==> src/rtl/exp3_fluxo_dados.sv <==
// Datapath of the memory-sequence checker: address counter, switch register,
// fixed ROM and the equality comparator that reports hit/miss to the controller.
module exp3_fluxo_dados #(
    parameter int unsigned N     = 4,
    parameter int unsigned DEPTH = 16
) (
    input  logic                     clock,
    input  logic                     reset,
    input  logic                     zeraC,
    input  logic                     contaC,
    input  logic                     zeraR,
    input  logic                     registraR,
    input  logic [N-1:0]             chaves,
    output logic                     fimC,
    output logic                     igual,
    output logic [$clog2(DEPTH)-1:0] db_contagem,
    output logic [N-1:0]             db_memoria,
    output logic [N-1:0]             db_chaves
);

    localparam int unsigned AW = $clog2(DEPTH);
    localparam logic [AW-1:0] LastAddr = AW'(DEPTH - 1);

    logic [AW-1:0] count_q, count_d;
    logic [N-1:0]  chaves_q, chaves_d;
    logic [N-1:0]  rom_data;

    // Sequence table; addresses outside it read as zero.
    function automatic logic [3:0] rom_read(input logic [AW-1:0] addr);
        logic [3:0] word;
        case (32'(addr))
            0:       word = 4'b0001;
            1:       word = 4'b0010;
            2:       word = 4'b0100;
            3:       word = 4'b1000;
            4:       word = 4'b0100;
            5:       word = 4'b0010;
            6:       word = 4'b0001;
            7:       word = 4'b0001;
            8:       word = 4'b0010;
            9:       word = 4'b0010;
            10:      word = 4'b0100;
            11:      word = 4'b0100;
            12:      word = 4'b1000;
            13:      word = 4'b1000;
            14:      word = 4'b0001;
            15:      word = 4'b0100;
            default: word = 4'b0000;
        endcase
        return word;
    endfunction

    // Clear beats count; wrap at the last address is normal, end is judged via fimC.
    always_comb begin
        count_d = count_q;
        if (zeraC) begin
            count_d = '0;
        end else if (contaC) begin
            if (count_q == LastAddr) begin
                count_d = '0;
            end else begin
                count_d = count_q + 1'b1;
            end
        end
    end

    always_comb begin
        chaves_d = chaves_q;
        if (zeraR) begin
            chaves_d = '0;
        end else if (registraR) begin
            chaves_d = chaves;
        end
    end

    always_ff @(posedge clock or posedge reset) begin
        if (reset) begin
            count_q  <= '0;
            chaves_q <= '0;
        end else begin
            count_q  <= count_d;
            chaves_q <= chaves_d;
        end
    end

    always_comb begin
        rom_data = N'(rom_read(count_q));
    end

    // Status is purely combinational from state so it is valid the cycle after a strobe.
    always_comb begin
        fimC        = (count_q == LastAddr);
        igual       = (chaves_q == rom_data);
        db_contagem = count_q;
        db_memoria  = rom_data;
        db_chaves   = chaves_q;
    end

endmodule
==> config.mk <==
export PLATFORM = sky130hd
export DESIGN_NAME = exp3_fluxo_dados
export DESIGN_NICKNAME = d
export VERILOG_FILES = /design/src/rtl/exp3_fluxo_dados.sv
export SDC_FILE = /design/constraint.sdc
export NUM_CORES = 1
export LEC_CHECK = 0
export ABC_AREA = 1
export ABC_CLOCK_PERIOD_IN_PS = 1550
export BUFFER_PORTS_ARGS = -buffer_cell sky130_fd_sc_hd__buf_2
export CAP_MARGIN = 30
export CORE_MARGIN = 3
export CORE_UTILIZATION = 35
export DETAILED_ROUTE_END_ITERATION = 10
export GPL_TIMING_DRIVEN = 0
export SLEW_MARGIN = 40
export SYNTH_ARGS = -nofsm -noshare
export SYNTH_HDL_FRONTEND = slang
export SYNTH_SLANG_ARGS = --single-unit
==> constraint.sdc <==
create_clock -name clock -period 1.55 [get_ports clock]
set_input_delay 0.155 -clock clock [delete_from_list [all_inputs] [get_ports clock]]
set_output_delay 0.155 -clock clock [all_outputs]
set_load 0.1 [all_outputs]
-- After elaboration in Yosys (flattened, before gate mapping)
Memories as Yosys holds them, arrays and structs flattened.
Cells that the tools add are included.
- register bits after elaboration: 8
- memory bits (read-only): 64
- input port bits: 10
- output and inout bits: 14
- memories: 1
- add/subtract/negate cells: 1
- eq/ne operators: 2
- multiplexer cells: 5
- reduce and logical (&&, ||, !) cells: 2
- memories (name ; depth ; width ; rd ports ; clocked after Yosys merged registers in ; write ports ; line ; text):
    (name not given) ; 16 ; 4 ; 1 ; 0 ; 0 ; 31 ; case (32'(addr))
- operators by type and width (operator ; number):
    two-way mux 4 bit ; 5
    adder 4 x 1 -> 4 bit (second input constant) ; 1
    == test 4 bit ; 1
    == test 4 bit (second input constant) ; 1
    nonzero test 2 bit ; 2

-- Logic depth before layout (Yosys ltp)
Gate-level depths: netlist (run 1).
- word-level depth: 4
- mapped depth: 9

-- Worst setup path after synthesis (run 1)
Ideal clock, no wire load.
- path kind: flip-flop to output port
- start point: reg count_q[1] (netlist: db_contagem[1])
- end point: out igual
- arrival time: 3.337 ns
- required time: 1.395 ns
- slack: -1.942 ns
- stages on the path, launching flop included: 10
- cell sequence: dfrtp_1 inv_1 ha_1 nand2_1 nand2_1 nand2_2 nand2_1 nand2_1 nand3_2 nor2_2
- word-level cells in the longest chain between the ends: 2
- ends and longest elaborated chain (element ; line ; text):
    from (decl) ; 24 ; logic [AW-1:0] count_q, count_d;
    from (signal assigned) ; 81 ; count_q <= count_d;
    memory (16 x 4 bit) ; n/a ;
    net db_memoria[0] ; 17 ; output logic [N-1:0] db_memoria,
    == test 4 bit ; 93 ; igual = (chaves_q == rom_data);
    to (decl) ; 15 ; output logic igual,
The timed path passes the listed nets, and every way through them passes these cells.

-- Worst setup path in the final report (run 1)
- start point: reg count_q[1] (netlist: db_contagem[1])
- end point: out igual
- word-level cells in the longest chain between the ends: 2
- ends and longest elaborated chain (element ; line):
    memory (16 x 4 bit) ; n/a
    == test 4 bit ; 93
No other way between the ends.

==> impl_metrics.json, run 1 <==
{
  "design.die.area_um2": 2320,
  "deepest_clock_path_buffer_count": 2,
  "chipWidth_um": 48.2,
  "numClockSinks": 8,
  "r2r_end": "db_contagem[0]",
  "area.growth.synth_to_final_pct": 78.5,
  "hold_path_class": "input pin to flip-flop",
  "outcome": "finished, violations left",
  "violations": "negative setup slack",
  "count_of_antenna_violating_nets_left_after_detailed_routing": 0,
  "hold_path.startpoint": "chaves[2]",
  "reg2regPathDepth": 5,
  "die_y_um": 48.2,
  "cp.required_ps": 1390,
  "weighted_congestion_at_the_end_of_routability_driven_global_placement": 0.754,
  "finalSetupViolations": 6,
  "synthXorXnorAreaFrac": 0.0141,
  "numPlacedInstances": 132,
  "yosysWarnings": 0,
  "final_common_cell": "buf_2",
  "setup.reg_to_reg.worst_slack_ps": 120,
  "yosys.area_share.simple": 0.355,
  "final_cell_area_um2": 1110,
  "stdcell_count": 140,
  "worst_setup_hold_path_clk_slew_ps": 60,
  "syn-cell-area_um2": 623,
  "met1_length_um": 772,
  "max_cap_viol_count": 0,
  "design.core.area_um2": 1590,
  "post-route-drc-count": 0,
  "dominant_combinational_cell_family_by_area_after_synthesis": "simple AND/OR/NAND/NOR gates",
  "floorplan.initialDensity": 0.391,
  "first_global_vias": 604,
  "postSynthAreaPerCell_um2": 7.33,
  "port-buffer-count": 23,
  "antenna_violations_before_repair": 0,
  "layout.nets": 133,
  "multi_input_comb_area_um2": 524,
  "dp_hpwl_um": 1210,
  "area_used_by_sequential_logic_in_the_layout_um2": 215,
  "max_clock_freq_mhz": 513,
  "pin_count_of_the_biggest_net_entering_global_routing": 10,
  "post-route-period-util": 1.26,
  "drt_iter0_markers": 7,
  "wl_um": 1740,
  "rsz0062_at_grt": "yes",
  "leakage_nw": 0.506,
  "cp-start-kind": "flip-flop",
  "clock_tree.htree_level_count": 1,
  "route.met3.wl_um": 54,
  "via_count": 662,
  "post_synth_inst_count": 85,
  "layout_min_cycle_time_ps": 1950,
  "fraction_of_synthesized_area_in_multiplexers": 0,
  "ir_worst_vdd_mv": 0.677,
  "routed.top_layer": "met4",
  "critPathMaxFanout": 6,
  "synthesis.nets": 101,
  "min_delay_path_depth": 3,
  "synthAdderAreaFrac": 0.120,
  "cell_pwr_density_nw_per_um2": 741,
  "wl_met2_um": 895,
  "average_via_count_per_standard_cell": 4.73,
  "cts_made_buffers": 3,
  "timing_worst_slew_pin_value_ps": 485,
  "hold_violations": 0,
  "seq_area_frac_synth": 0.321,
  "wl_per_cell_um": 12.4,
  "fin_tns_setup_ps": -894,
  "grt_pass1_wl_um": 2450,
  "slew_viol_final": 0,
  "worst_slew_margin_rel": 0.679,
  "fraction_of_the_mapped_netlist_area_in_compound_gates": 0.0763,
  "top_library_cells_by_usage_in_the_layout_fill_and_taps_aside": "buf_2 (17), inv_1 (11), nand3_1 (9), nand2_2 (8), nand3_2 (8)",
  "row_count": 14,
  "n_antenna_cell": 0,
  "final.setup_skew_ps": 0.239,
  "fillers": 124,
  "design_power_total_mw": 0.824,
  "setup.worst_path.start": "db_contagem[1]",
  "fin_ws_ps": -401,
  "grt_remaining_overflow": 0,
  "detail_route.first_pass.iterations": 3,
  "placedInstanceArea_um2": 930,
  "count_of_state_elements_after_synthesis": 8,
  "end_point_of_the_worst_hold_path": "db_chaves[2]",
  "critical_path_arrival_ps": 1800,
  "clockRootBuffer": "clkbuf_4",
  "timing.setup.critical_path_class": "flip-flop to output pin",
  "floorplan.io_pins": 24,
  "tritoncts_clock_tree": "yes",
  "grt_use_total": 0.152,
  "clock_insertion_delay_worst_skew_ps": 260,
  "layout_cells_sized_above_1": 0.595,
  "yosysUniqueCellTypes": 17,
  "regToRegStartpoint": "db_contagem[1]",
  "setup_crit_end_kind": "output pin"
}
[worst max-delay path by stage]
stage	slack, ps	cells past startpoint	end
final	-400	8	igual
after global routing	-480	9	igual
after CTS	-370	8	igual
after detailed placement	-380	9	igual
after global placement	-380	9	igual
after floorplan	-560	9	igual
[Yosys cell counts]
library cell   n  area share
inv_1         14       0.084
buf_4          1       0.012
o22ai_1        2       0.020
nand2_1       16       0.096
or2_1          1       0.010
o21ai_0        7       0.056
nand2_2        4       0.040
nand3_2        3       0.048
or2_2          1       0.010
inv_4          1       0.010
dfrtp_1        8        0.32
xor2_1         1       0.014
ha_1           6        0.12
nor2_2         1       0.010
nor2_1         2       0.012
nand3_1       16        0.13
inv_2          1      0.0060
[state kept, by name, indices dropped and copies added (netlist names)]
register / flops
db_chaves: 4
db_contagem: 4
[cell type report]
cell class / count / area share
Buffer: 1 / 0.0101
Clock buffer: 4 / 0.0236
Inverter: 16 / 0.0686
Multi-Input combinational cell: 60 / 0.471
Sequential cell: 8 / 0.193
Tap cell: 24 / 0.0270
Timing Repair Buffer: 27 / 0.206
[power breakdown]
part	internal, mW	leakage (nW)	total (mW)	switching, mW
Sequential	0.222	0.100	0.241	0.0186
Clock	0.0987	0.0150	0.174	0.0753
Combinational	0.126	0.391	0.409	0.283
[worst max-delay path: stages (launching register included)]
cell and delay [ps]:
dfrtp_4 550, ha_4 200, ha_4 160, nand2_4 80
nand3_2 80, nand2_2 70, nand3_2 80, nor2_4 140
buf_12 180
[what timing repair did]
| item | in CTS | in global routing |
|---|---|---|
| endpoints found under the hold margin | 8 | 0 |
| setup endpoints to repair | 6 | 6 |
| pin swaps | 4 | 4 |
| resized for setup | 29 | 3 |
| hold buffers | 1 | 0 |
| setup buffers | 1 | 2 |
[metrics by stage]
stage                     hold WS [ps]  setup slack, ps   util
after global placement             120             -381  0.583
after detailed placement           120             -377  0.583
final                              150             -401  0.698
after CTS                          158             -366  0.681
after floorplan                  -29.3             -560      -
after global routing               168             -475  0.698
[per-layer routing]
| layer | GRT usage | up-vias |
|---|---|---|
| met5 | 0 | - |
| met4 | 0.0645 | 0 |
| met3 | 0.0258 | 4 |
| met2 | 0.255 | 15 |
| met1 | 0.191 | 303 |
| li1 | - | 340 |
[kinds of logic after synthesis]
logic type / count (synthesis)
compound gates: 9
simple gates: 44
xor+xnor: 1
flops: 8
buf+inv: 17
fa+ha+maj: 6
Power figures use the tool's default switching activity.
==> run 2: changes to the inputs <==
--- a/config.mk
+++ b/config.mk
@@ -5,15 +5,15 @@
 export SDC_FILE = /design/constraint.sdc
 export NUM_CORES = 1
 export LEC_CHECK = 0
-export ABC_AREA = 1
 export ABC_CLOCK_PERIOD_IN_PS = 1550
 export BUFFER_PORTS_ARGS = -buffer_cell sky130_fd_sc_hd__buf_2
 export CAP_MARGIN = 30
 export CORE_MARGIN = 3
 export CORE_UTILIZATION = 35
 export DETAILED_ROUTE_END_ITERATION = 10
+export GPL_ROUTABILITY_DRIVEN = 1
 export GPL_TIMING_DRIVEN = 0
-export SLEW_MARGIN = 40
+export SLEW_MARGIN = 10
 export SYNTH_ARGS = -nofsm -noshare
 export SYNTH_HDL_FRONTEND = slang
 export SYNTH_SLANG_ARGS = --single-unit
==> run 2 against run 1 <==
Against the previous run:
- the flow still finishes with violations (negative setup slack)
- wire length increased by 5.4%
- total power decreased by 2.9%
- setup slack got worse by 550 ps
- flip-flop and latch count unchanged
- synthesized cell count decreased by 19%
- worst hold slack got worse by 48 ps
- critical endpoint unchanged
==> impl_metrics.json, run 2 <==
{
  "outcome": "finished, violations left",
  "violations": "negative setup slack",
  "async_reset_ff_frac": 1.00,
  "rsz0062_at_grt": "yes",
  "critical_path_arrival_ps": 2350,
  "cp-start-kind": "flip-flop",
  "fin_ws_ps": -956,
  "dominantRegCellSynth": "dfrtp_1",
  "yosysUniqueCellTypes": 31,
  "yosys-top-cells-count": "nor2_1 (10), dfrtp_1 (8), ha_1 (6), inv_1 (6), mux2i_1 (6)",
  "port-buffer-count": 22,
  "seq_area_frac_synth": 0.304,
  "weighted_congestion_at_the_end_of_routability_driven_global_placement": 0.745,
  "first_global_vias": 716,
  "floorplan.initialDensity": 0.377,
  "detail_route.first_pass.iterations": 2,
  "synth_enable_flop_cells": 0,
  "post_synth_inst_count": 69,
  "drt_iter0_markers": 3,
  "dp_hpwl_um": 1190,
  "timing.setup.critical_path_class": "flip-flop to output pin",
  "synthesis.nets": 85,
  "hold_path.startpoint": "zeraR",
  "final_common_cell": "buf_2",
  "design.die.area_um2": 2440,
  "worst_slew_margin_rel": 0.674,
  "clockRootBuffer": "clkbuf_4",
  "crit_path_top_delay_cell": "mux4_2",
  "synth_most_common_cell": "nor2_1",
  "count_of_state_elements_after_synthesis": 8,
  "numPlacedInstances": 116,
  "fillers": 150,
  "design.core.area_um2": 1750,
  "stdcell_count": 137,
  "grt_remaining_overflow": 0,
  "grt_pass1_wl_um": 3150,
  "numClockSinks": 8,
  "deepest_clock_path_buffer_count": 2,
  "yosysWarnings": 0,
  "layout_cells_sized_above_1": 0.598,
  "cts_made_buffers": 3,
  "synth.top_cells.by_area": "dfrtp_1 (30%), ha_1 (11%), mux2i_1 (9.1%)",
  "layout.nets": 129,
  "post-route-period-util": 1.62,
  "floorplan.io_pins": 24,
  "max_clock_freq_mhz": 399,
  "count_of_antenna_violating_nets_left_after_detailed_routing": 0,
  "setup_crit_end_kind": "output pin",
  "post-route-drc-count": 0,
  "area.growth.synth_to_final_pct": 76.6,
  "timing_worst_slew_pin_value_ps": 492,
  "ir_worst_vdd_mv": 0.575,
  "row_count": 15,
  "cell_pwr_density_nw_per_um2": 688,
  "synthDominantCellAreaShare": 0.304,
  "final.setup_skew_ps": 0.344,
  "regToRegStartpoint": "db_contagem[0]",
  "average_via_count_per_standard_cell": 4.84,
  "design_power_total_mw": 0.800,
  "wl_um": 1830,
  "finalSetupViolations": 7,
  "hold_path_class": "input pin to flip-flop",
  "chipWidth_um": 49.4,
  "hold_violations": 0,
  "leakage_nw": 0.550,
  "wl_per_cell_um": 13.4,
  "tritoncts_clock_tree": "yes",
  "cp.required_ps": 1390,
  "clock_tree.htree_level_count": 1,
  "synth_top_area_cell": "dfrtp_1",
  "top_library_cells_by_usage_in_the_layout_fill_and_taps_aside": "buf_2 (16), buf_4 (12), nor2_1 (9), mux2i_1 (6), buf_12 (6)",
  "postSynthAreaPerCell_um2": 9.54,
  "antenna_violations_before_repair": 0,
  "delay_of_the_slowest_cell_on_the_worst_path_ps": 460,
  "n_antenna_cell": 0,
  "final_core_util": 0.666,
  "grt_use_total": 0.165,
  "worstPathCellList": "buf_6 -> inv_4 -> ha_4 -> mux4_2 -> xor2_1 -> a221o_1 -> a211oi_4 -> buf_12",
  "critPathMaxFanout": 4,
  "setup.worst_path.start": "db_contagem[1]",
  "layout_min_cycle_time_ps": 2510,
  "slew_viol_final": 0,
  "clock_insertion_delay_worst_skew_ps": 260,
  "max_cap_viol_count": 0,
  "pin_count_of_the_biggest_net_entering_global_routing": 11,
  "via_count": 663,
  "worst_setup_hold_path_clk_slew_ps": 60,
  "die_y_um": 49.4,
  "syn-cell-area_um2": 658,
  "fin_worst_hold_slack_ps": 102
}
==> run 2: changes by cell type in the layout (fill, tap and decap cells not counted), sizes merged, moves of 6 or more <==
cell,previous run,this run
buf,27,40
nand2,20,3
mux2i,0,6
nand3,19,0
nor2,3,10
inv,15,6
==> run 2: final cells by class <==
class                   instances  area (µm²)  area share
plain buffers                   4        35.0      0.0301
clock buffers                   4        26.3      0.0226
inverters                       6        27.5      0.0237
multi-input cells              51         482       0.414
flip-flops and latches          8         215       0.185
well taps                      25        31.3      0.0269
repair buffers                 39         345       0.297
==> run 2: where the power goes <==
part / internal, mW / switching (mW)
combinational: 0.138 / 0.250
sequential: 0.222 / 0.0160
clock: 0.0988 / 0.0760
==> run 2: worst max-delay path, delay by kind of cell, from the launching register on <==
| family | cells | cell delay (ps) |
|---|---|---|
| AO/OA/AOI/OAI | 2 | 500 |
| multiplexers | 1 | 460 |
| flip-flops | 1 | 450 |
| buffers and inverters | 3 | 380 |
| XOR/XNOR | 1 | 160 |
| adder cells (fa/ha/maj) | 1 | 140 |
==> run 2: logic make-up after synthesis <==
logic type | count (synthesis) | share of synthesized area
and+or+nand+nor | 22 | 0.181
AOI/OAI and AO/OA | 12 | 0.127
muxes | 9 | 0.160
DFF | 8 | 0.304
xor gates and xnor gates | 2 | 0.0266
adders and majority gates | 6 | 0.114
buffers and inverters | 10 | 0.0874
==> run 2: worst paths after layout <==
check / cells past startpoint / endpoint / slack [ps]
setup / recovery: 8 / igual / -960
hold reg to reg: 2 / db_chaves[3] / 570
min in group asynchronous: 3 / db_contagem[2] / 390
setup reg to reg: 7 / db_contagem[2] / -90
max in group asynchronous: 3 / db_contagem[3] / 900
hold / removal: 2 / db_chaves[3] / 100
==> run 2: through the flow <==
stage                     setup TNS (ps)  cell area [µm²]  worst slack [ps]
final                              -2670             1160              -956
after detailed placement           -1760              866             -1090
after floorplan                    -2870              724             -1760
after global routing               -3100             1160             -1030
after CTS                          -2530             1130              -959
after global placement             -1770              866             -1090
==> run 2: metal layers <==
layer	wire length, µm	vias up	GRT usage
li1	-	326	-
met1	776	322	0.179
met2	1000	15	0.301
met3	50	0	0.0459
met4	0	0	0.0569
met5	0	-	0
==> run 2: what timing repair did <==
action | 4_1_cts | 5_1_grt
cloned | 0 | 0
endpoints found under the setup margin | 6 | 8
endpoints found under the hold margin | 8 | 0
resized for setup | 33 | 6
pin swaps | 8 | 1
buffers inserted | 13 | 3
hold buffers | 1 | 0
